--- src/rtl/vid_timing_gen.sv ---
// Programmable raster timing generator: pixel divider, h/v counters, registered sync/blank decode,
// shadowed configuration applied at frame wrap, graceful stop and config validation.
module vid_timing_gen #(
  parameter int unsigned CNT_W = 13,
  parameter int unsigned DIV_W = 6
) (
  input  logic             clk,
  input  logic             reset,
  input  logic             en,
  input  logic             cfg_load,
  input  logic [DIV_W-1:0] cfg_pcnt,
  input  logic [CNT_W-1:0] cfg_hsize,
  input  logic [CNT_W-1:0] cfg_hend,
  input  logic [CNT_W-1:0] cfg_hs_start,
  input  logic [CNT_W-1:0] cfg_hs_end,
  input  logic [CNT_W-1:0] cfg_vsize,
  input  logic [CNT_W-1:0] cfg_vend,
  input  logic [CNT_W-1:0] cfg_vs_start,
  input  logic [CNT_W-1:0] cfg_vs_end,
  input  logic             cfg_hpol,
  input  logic             cfg_vpol,
  output logic             pix_ce,
  output logic [CNT_W-1:0] hcount,
  output logic [CNT_W-1:0] vcount,
  output logic             hsync,
  output logic             vsync,
  output logic             hblank,
  output logic             vblank,
  output logic             de,
  output logic             line_start,
  output logic             frame_start,
  output logic             running,
  output logic             cfg_err
);

  typedef struct packed {
    logic [DIV_W-1:0] pcnt;
    logic [CNT_W-1:0] hsize;
    logic [CNT_W-1:0] hend;
    logic [CNT_W-1:0] hs_start;
    logic [CNT_W-1:0] hs_end;
    logic [CNT_W-1:0] vsize;
    logic [CNT_W-1:0] vend;
    logic [CNT_W-1:0] vs_start;
    logic [CNT_W-1:0] vs_end;
    logic             hpol;
    logic             vpol;
  } cfg_t;

  typedef enum logic [1:0] {StIdle, StRun, StStopping} state_e;

  state_e           state_q, state_d;
  cfg_t             cfg_in, act_q, act_d, pend_q, pend_d;
  logic             act_v_q, act_v_d, pend_v_q, pend_v_d, cfg_err_q, cfg_err_d;
  logic [DIV_W-1:0] div_q, div_d;
  logic [CNT_W-1:0] h_q, h_d, v_q, v_d;
  logic             hs_q, hs_d, vs_q, vs_d, hb_q, hb_d, vb_q, vb_d;
  logic             ls_q, ls_d, fs_q, fs_d;
  logic [CNT_W:0]   hend_p1, vend_p1;
  logic             cfg_ok, pix_ce_c, h_wrap, frame_wrap;

  assign cfg_in = {cfg_pcnt, cfg_hsize, cfg_hend, cfg_hs_start, cfg_hs_end,
                   cfg_vsize, cfg_vend, cfg_vs_start, cfg_vs_end, cfg_hpol, cfg_vpol};

  // Sync end may equal total length, so compare against end + 1 one bit wider.
  assign hend_p1 = {1'b0, cfg_hend} + 1'b1;
  assign vend_p1 = {1'b0, cfg_vend} + 1'b1;
  assign cfg_ok  = (cfg_hsize != '0) && (cfg_hsize <= cfg_hend) &&
                   (cfg_hs_start < cfg_hs_end) && ({1'b0, cfg_hs_end} <= hend_p1) &&
                   (cfg_vsize != '0) && (cfg_vsize <= cfg_vend) &&
                   (cfg_vs_start < cfg_vs_end) && ({1'b0, cfg_vs_end} <= vend_p1);

  assign pix_ce_c   = (state_q != StIdle) && (div_q == act_q.pcnt);
  assign h_wrap     = (h_q == act_q.hend);
  assign frame_wrap = pix_ce_c && h_wrap && (v_q == act_q.vend);

  always_comb begin
    state_d   = state_q;
    act_d     = act_q;
    act_v_d   = act_v_q;
    pend_d    = pend_q;
    pend_v_d  = pend_v_q;
    cfg_err_d = cfg_err_q;
    div_d     = div_q;
    h_d       = h_q;
    v_d       = v_q;
    ls_d      = 1'b0;
    fs_d      = 1'b0;

    if (frame_wrap && pend_v_q) begin
      act_d    = pend_q;
      pend_v_d = 1'b0;
    end

    if (cfg_load) begin
      if (cfg_ok) begin
        cfg_err_d = 1'b0;
        if (state_q == StIdle) begin
          act_d   = cfg_in;
          act_v_d = 1'b1;
        end else begin
          pend_d   = cfg_in;
          pend_v_d = 1'b1;
        end
      end else begin
        cfg_err_d = 1'b1;
      end
    end

    unique case (state_q)
      StIdle: begin
        if (en && act_v_q) begin
          state_d = StRun;
          div_d   = '0;
          h_d     = '0;
          v_d     = '0;
          ls_d    = 1'b1;
          fs_d    = 1'b1;
        end
      end
      StRun, StStopping: begin
        if (pix_ce_c) begin
          div_d = '0;
          if (h_wrap) begin
            h_d  = '0;
            ls_d = 1'b1;
            if (v_q == act_q.vend) begin
              v_d  = '0;
              fs_d = 1'b1;
            end else begin
              v_d = v_q + 1'b1;
            end
          end else begin
            h_d = h_q + 1'b1;
          end
        end else begin
          div_d = div_q + 1'b1;
        end

        if (state_q == StRun) begin
          if (!en) state_d = StStopping;
        end else if (en) begin
          state_d = StRun;
        end else if (frame_wrap) begin
          state_d = StIdle;
          ls_d    = 1'b0;
          fs_d    = 1'b0;
        end
      end
      default: state_d = StIdle;
    endcase

    // Decode uses next-cycle counters and config so flags line up with hcount/vcount.
    if (state_d == StIdle) begin
      hb_d = 1'b1;
      vb_d = 1'b1;
      hs_d = act_d.hpol;
      vs_d = act_d.vpol;
    end else begin
      hb_d = (h_d >= act_d.hsize);
      vb_d = (v_d >= act_d.vsize);
      hs_d = ((h_d >= act_d.hs_start) && (h_d < act_d.hs_end)) ^ act_d.hpol;
      vs_d = ((v_d >= act_d.vs_start) && (v_d < act_d.vs_end)) ^ act_d.vpol;
    end
  end

  always_ff @(posedge clk) begin
    if (reset) begin
      state_q   <= StIdle;
      act_q     <= '0;
      act_v_q   <= 1'b0;
      pend_q    <= '0;
      pend_v_q  <= 1'b0;
      cfg_err_q <= 1'b0;
      div_q     <= '0;
      h_q       <= '0;
      v_q       <= '0;
      hs_q      <= 1'b0;
      vs_q      <= 1'b0;
      hb_q      <= 1'b1;
      vb_q      <= 1'b1;
      ls_q      <= 1'b0;
      fs_q      <= 1'b0;
    end else begin
      state_q   <= state_d;
      act_q     <= act_d;
      act_v_q   <= act_v_d;
      pend_q    <= pend_d;
      pend_v_q  <= pend_v_d;
      cfg_err_q <= cfg_err_d;
      div_q     <= div_d;
      h_q       <= h_d;
      v_q       <= v_d;
      hs_q      <= hs_d;
      vs_q      <= vs_d;
      hb_q      <= hb_d;
      vb_q      <= vb_d;
      ls_q      <= ls_d;
      fs_q      <= fs_d;
    end
  end

  assign pix_ce      = pix_ce_c;
  assign hcount      = h_q;
  assign vcount      = v_q;
  assign hsync       = hs_q;
  assign vsync       = vs_q;
  assign hblank      = hb_q;
  assign vblank      = vb_q;
  assign de          = ~hb_q & ~vb_q;
  assign line_start  = ls_q;
  assign frame_start = fs_q;
  assign running     = (state_q != StIdle);
  assign cfg_err     = cfg_err_q;

endmodule

--- config.mk ---
export PLATFORM = sky130hd
export DESIGN_NAME = vid_timing_gen
export DESIGN_NICKNAME = d
export VERILOG_FILES = /design/src/rtl/vid_timing_gen.sv
export SDC_FILE = /design/constraint.sdc
export NUM_CORES = 1
export LEC_CHECK = 0
export BUFFER_PORTS_ARGS = -buffer_cell sky130_fd_sc_hd__buf_2
export CAP_MARGIN = 0
export CORE_ASPECT_RATIO = 0.7
export CORE_MARGIN = 2
export CORE_UTILIZATION = 54
export DETAILED_ROUTE_END_ITERATION = 16
export PLACE_DENSITY = 0.77
export SETUP_SLACK_MARGIN = 0.2
export SLEW_MARGIN = 30
export SYNTH_ARGS = -nofsm -noshare
export SYNTH_HDL_FRONTEND = slang
export SYNTH_SLANG_ARGS = --single-unit
--- constraint.sdc ---
create_clock -name clk -period 6.4 [get_ports clk]
set_input_delay 1.28 -clock clk [delete_from_list [all_inputs] [get_ports clk]]
set_output_delay 1.28 -clock clk [all_outputs]
set_load 0.005 [all_outputs]
# Yosys cells after proc, flatten, opt, wreduce, memory -nomap -nowiden
# Cells that the tools add are included.
totals:
  reg_bits: 267
  inputBits: 116
  output_inout_bits: 36
  word_cells: 132
classes:
  addsub: 5
  n_lt_le_gt_ge: 12
  n_eq_ne: 6
  mux: 43
  bitwise_logic: 6
  reduce_logical: 25
ops:
  columns: ["op", "n"]
  rows:
  - ["112-bit 2-to-1 mux", 4]
  - ["13-bit 2-to-1 mux", 7]
  - ["13-bit greater-or-equal comparator", 4]
  - ["13-bit < comparator", 4]
  - ["13-bit case mux with 2 select lines", 2]
  - ["13-bit by 1-bit adder with 14-bit output (second input constant)", 2]
  - ["13-bit by 14-bit <= comparator with 1-bit output", 2]
  - ["13-bit by 1-bit adder with 13-bit output (second input constant)", 2]
  - ["13-bit == test", 2]
  - ["13-bit <= comparator", 2]
  - ["13-bit nonzero test", 2]
  - ["1-bit 2-to-1 mux", 19]
  - ["1-bit logical AND", 14]
  - ["6-bit 2-to-1 mux", 2]
  - ["6-bit case mux with 2 select lines", 1]
  - ["2-bit 2-to-1 mux", 5]
  - ["6-bit by 1-bit adder with 6-bit output (second input constant)", 1]
  - ["6-bit == test", 1]
  - ["3-bit AND reduction", 2]
  - ["2-bit zero test", 2]
  - ["1-bit case mux with 2 select lines", 2]
  - ["2-bit case mux with 2 select lines", 1]
  - ["2-bit nonzero test", 2]
  - ["2-bit OR reduction", 2]
  - ["7 further kinds", 10]

# Longest topological paths before layout
logic_depth:
  ltp_word: 14
  mapped_depth: 26
  depth_no_buf: 24

# Least setup slack after synthesis
# No wires, ideal clock.
synth_timing:
  path_kind: "input to register"
  from: "input port cfg_vend[0]"
  to: "register vs_q, in the netlist vsync"
  setup_ns: 0.121
  arrival_ns: 6.062
  t_required_ns: 6.279
  slack_ns: 0.217
  stages: 26
  path_buffers: 2
  cell_sequence: "ha_1 nand3_1 nor4_1 nand2_1 xnor2_1 ha_1 nand3_1 nor2_1 a221oi_1 a21oi_1 nor3_1 nand3_1 buf_2 clkbuf_1 nand2_1 o21ai_0 ha_1 nor2b_1 o21a_1 o21a_1 o21a_1 o21ai_0 a21oi_1 a2111oi_0 a2111oi_4 mux2_4"
synth_via:
  elab_chain_len: 10
  elab_cells_between_ends: 13
  classes_between: "1 x add/sub; 4 x order compare; 3 x mux; 1 x bitwise; 4 x reduce/logical"
synth_rtl:
  columns: ["element", "line_no", "rtl"]
  rows:
  - ["from (decl)", "17", "input logic [CNT_W-1:0] cfg_vend,"]
  - ["parallel branches: the longest is 3 deep, another holds 13-bit by 1-bit adder with 14-bit output", null, null]
  - ["1-bit logical AND (*)", "71", "(cfg_vs_start < cfg_vs_end) && ({1'b0, cfg_vs_end} <= vend_p1);"]
  - ["112-bit 2-to-1 mux (*)", "96", "if (cfg_ok) begin"]
  - ["112-bit 2-to-1 mux (*)", "95", "if (cfg_load) begin"]
  - ["13-bit greater-or-equal comparator / 13-bit < comparator (equally long branches)", "163", "vs_d = ((v_d >= act_d.vs_start) && (v_d < act_d.vs_end)) ^ act_d.vpol;"]
  - ["1-bit logical AND", "163", null]
  - ["1-bit bitwise XOR", "163", null]
  - ["1-bit 2-to-1 mux (*)", "154", "if (state_d == StIdle) begin"]
  - ["to (signal assigned)", "195", "vs_q <= vs_d;"]
  - ["to (decl)", "57", "logic hs_q, hs_d, vs_q, vs_d, hb_q, hb_d, vb_q, vb_d;"]
# Mark *: on every way between the ends.
# A chain may end at the register's enable or synchronous reset.

# Worst setup path after layout
layout_timing:
  from: "input port cfg_hend[5]"
  to: "register vs_q, in the netlist vsync"
layout_via:
  elab_chain_len: 14
  elab_cells_between_ends: 17
  classes_between: "1 x add/sub; 4 x order compare; 3 x mux; 1 x bitwise; 8 x reduce/logical"
layout_rtl:
  columns: ["element", "line_no", "rtl"]
  rows:
  - ["from (decl)", "13", "input logic [CNT_W-1:0] cfg_hend,"]
  - ["parallel branches: the longest is 3 deep, another holds 13-bit by 1-bit adder with 14-bit output", null, null]
  - ["1-bit logical AND (*) (2 in series)", "69", "(cfg_hs_start < cfg_hs_end) && ({1'b0, cfg_hs_end} <= hend_p1) &&"]
  - ["1-bit logical AND (*) (2 in series)", "70", "(cfg_vsize != '0) && (cfg_vsize <= cfg_vend) &&"]
  - ["1-bit logical AND (*)", "71", null]
  - ["112-bit 2-to-1 mux (*)", "96", null]
  - ["112-bit 2-to-1 mux (*)", "95", null]
  - ["13-bit greater-or-equal comparator / 13-bit < comparator (equally long branches)", "163", null]
  - ["1-bit logical AND", "163", null]
  - ["1-bit bitwise XOR", "163", null]
  - ["1-bit 2-to-1 mux (*)", "154", null]
# Marked as above.

==> summary.md <==
| Metric | Value |
|---|---|
| Startpoint types | `primary input` |
| Largest net degree at the start of global routing | `110` |
| Core area | `28,000 um2` |
| Worst Setup Path Type | `in2reg` |
| Synth Register Bits | `267` |
| Cell family with most CP delay | `simple AND/OR/NAND/NOR gates` |
| Hold Path Class | `reg2reg` |
| CTS H-tree depth | `1` |
| Port Buf Inserts | `151` |
| FP Rows | `51` |
| Worst slew pin tran | `974 ps` |
| CTS max path bufs | `3` |
| Total number of vias | `14,243` |
| Dominant synthesized flop cell | `dfxtp_1` |
| Status | `complete, no violations` |
| Share of cells above drive strength 1 | `13.5%` |
| Initial antenna violation count | `0` |
| Worst hold slack | `449 ps` |
| First-pass GRT wire length | `73,300 um` |
| Die ar. | `30,000 um2` |
| Starting Density | `55.2%` |
| GPL Wtd Cong | `0.936` |
| DRC viols | `0` |
| DR pass1 iterations | `5` |
| Crit path time final | `5880 ps` |
| Synth Area in Simple Gates | `20.3%` |
| Synth warn | `0` |
| Hpwl dp | `35,500 um` |
| WL/cell | `19.4 um` |
| Total Wirelength | `47,000 um` |
| Max_slew headroom | `34.6%` |
| Ratio of final minimum period to clock period | `91.9%` |
| I/O Pins | `152` |
| Post-Synthesis Cells | `1,906` |
| Critical path fanouts, max | `28` |
| Power Density | `227 nW/um2` |
| Final setup viols | `0` |
| Chip width | `206 um` |
| Nets | `2,306` |
| Sequential-to-total area share from yosys stat | `34.6%` |
| Post-synthesis mux area share | `7.66%` |
| Critical Path End Type | `flop` |
| Required time worst endpoint | `6840 ps` |
| Xor/xnor share of the synthesized area | `3.34%` |
| Largest family of logic cells by synthesized area | `simple AND/OR/NAND/NOR gates` |
| Synth Area in Adders | `12.9%` |
| Synth Area in Compound Gates | `16.6%` |
| Synthesized area | `15,500 um2` |
| Total GRT Usage | `30.8%` |
| Vias in the first global route | `13,590` |
| Peak supply drop | `0.240 mV` |
| Post-synthesis async set-or-reset flop share | `0%` |
| Clock slew at reported path FFs | `60 ps` |
| Buf/Inv on CP | `3` |
| Overflow after GRT | `0` |
| Worst path max stage delay | `590 ps` |
| Crit-path slowest cell | `nor4_1` |
| Syn Area/Cell | `8.11 um2` |
| Slew Limit Fails | `0` |
| Fill cell count | `2,427` |
| Multi-input gate area | `9460 um2` |
| Total CTS buffers | `27` |
| Max Cap Violations | `0` |
| Syn_nets | `2,182` |
| DR vias/cell | `5.89` |
| Number of clock sinks | `267` |
| ANT nets after route | `0` |
| CTS root buf | `clkbuf_16` |
| Worst EP arrival | `6320 ps` |
| Dpl ws | `-65.8 ps` |
| LEAKAGE | `8.60 nW` |
| RSZ-0062 raised after global routing | `false` |
| Final Hold Viols | `0` |
| CTS tree | `yes` |
| Hold-fix buffers, CTS | `0` |
| Fin Clk Skew | `15.1 ps` |
| Diode count | `0` |
| Iteration-0 DRC Markers | `1,308` |
| Syn-to-layout area delta | `14.1%` |
| Post-synth EDFFs | `0` |
| Final Worst Setup Slack | `518 ps` |
| Chip height | `146 um` |
| Fmax achieved | `170 MHz` |
| Cell variety after synth | `77` |
| Register area | `5350 um2` |
| Clock Latency Late Sink | `550 ps` |
[placed cells by master, fill, tap and decap left out, types with 7 or more instances in the layout]
cell,instances
a211oi_1,39
a21o_1,23
a21oi_1,164
a31oi_1,8
and2_1,28
and3_1,7
buf_2,150
buf_4,42
clkbuf_16,27
clkbuf_8,10
dfxtp_1,267
ha_1,160
inv_1,68
mux2i_1,112
nand2_1,352
nand2b_1,7
nand3_1,33
nand4_1,37
nor2_1,163
nor2b_1,11
nor3_1,19
nor4_1,16
o211ai_1,7
o21a_1,12
o21ai_0,121
xnor2_1,34
xor2_1,25
[layout make-up]
cell class	instances	area share, %
multi-input combinational	1466	53.6
sequential	267	30.3
inverter	69	1.47
clock buffer	41	4.70
timing repair buffer	199	6.74
clock inverter	7	0.539
tap	371	2.63
[logic make-up after synthesis]
| group | after synthesis |
|---|---|
| AO/OA/AOI/OAI | 426 |
| XOR/XNOR | 59 |
| adder cells (fa/ha/maj) | 160 |
| buffers and inverters | 173 |
| flip-flops | 267 |
| multiplexers | 117 |
| AND/OR/NAND/NOR | 704 |
[report_power, final]
| part | total, W | switching (W) | leakage [nW] | internal [W] |
|---|---|---|---|---|
| sequential | 0.00172 | 0.0000183 | 2.15 | 0.00170 |
| combinational | 0.000640 | 0.000393 | 5.99 | 0.000247 |
| clock | 0.00165 | 0.000682 | 0.454 | 0.000970 |
[worst paths after layout]
kind                                  start         to  slack, ps  depth (start not counted)
worst max-delay path            cfg_hend[5]      vsync        520                         27
worst min-delay path              pend_q[0]  pend_q[0]        450                          2
worst max register to register   state_q[0]      vsync       1000                         20
worst min register to register    pend_q[0]  pend_q[0]        450                          2
[routing by layer]
layer / part of all wire, % / vias to the layer above / track usage (%) / wire length, um
met4: 2.6 / 0 / 7.89 / 1240
met1: 48 / 6734 / 46.6 / 22600
met5: 0 / - / 0 / 0
li1: - / 6891 / - / -
met2: 40 / 537 / 43.6 / 19000
met3: 9.0 / 81 / 6.87 / 4250
[cells in the mapped netlist (3+ instances only)]
library cell	instances	area [um2]
o41ai_1	3	26.3
nor2_1	163	612
a21boi_0	4	30.0
buf_1	3	11.3
and2_1	28	175
o21ai_0	124	621
a211oi_1	39	293
a21o_1	23	173
a21oi_1	164	821
xor2_1	25	219
and4_1	3	26.3
mux2i_1	112	1120
a32o_1	3	30.0
and3_1	7	43.8
nand3_2	3	30.0
clkbuf_1	64	240
nand2b_1	7	43.8
a211o_1	3	26.3
xnor2_1	34	298
a31oi_1	8	50.1
o211ai_1	7	52.6
inv_1	68	255
nor4_2	3	37.5
o21bai_1	3	22.5
a2111oi_0	4	35.0
buf_2	34	170
ha_1	160	2000
or3_1	4	25.0
nor2b_1	11	68.8
o21a_1	12	90.1
nand2_1	353	1330
o31ai_1	3	22.5
nand3_1	34	170
nor4_1	16	100
nand4_1	37	231
dfxtp_1	267	5350
nor3_1	20	100
[tightest hold or removal path, stage by stage, from the launching register on]
cell and delay, ps:
dfxtp_1 310, nand2_1 50, a21oi_1 50
[timing repair]
item	4_1_cts	5_1_grt
setup buffers	0	0
setup endpoints to repair	0	2
endpoints found under the hold margin	0	0
gates resized for setup	0	1
[sequential cells by signal (all words and copies together), names as in the netlist, 2 cells and up]
register and count:
vcount 13, act_q 112, pend_q 112, hcount 13, state_q 2, div_q 6
[metrics by stage]
stage / TNS (ps) / area (um2) / util (%) / instances / power, W
after global placement: 0 / 16700 / 59.6 / 2372 / 0.00236
final: 0 / 17600 / 63.0 / 2420 / 0.00401
after global routing: 0 / 17600 / 63.0 / 2420 / 0.00416
after CTS: 0 / 17600 / 63.0 / 2420 / 0.00401
after detailed placement: -101 / 16700 / 59.7 / 2372 / 0.00238
after floorplan: 0 / 15500 / - / 1906 / 0.00216
No activity file was read; power rests on OpenSTA's default activity.
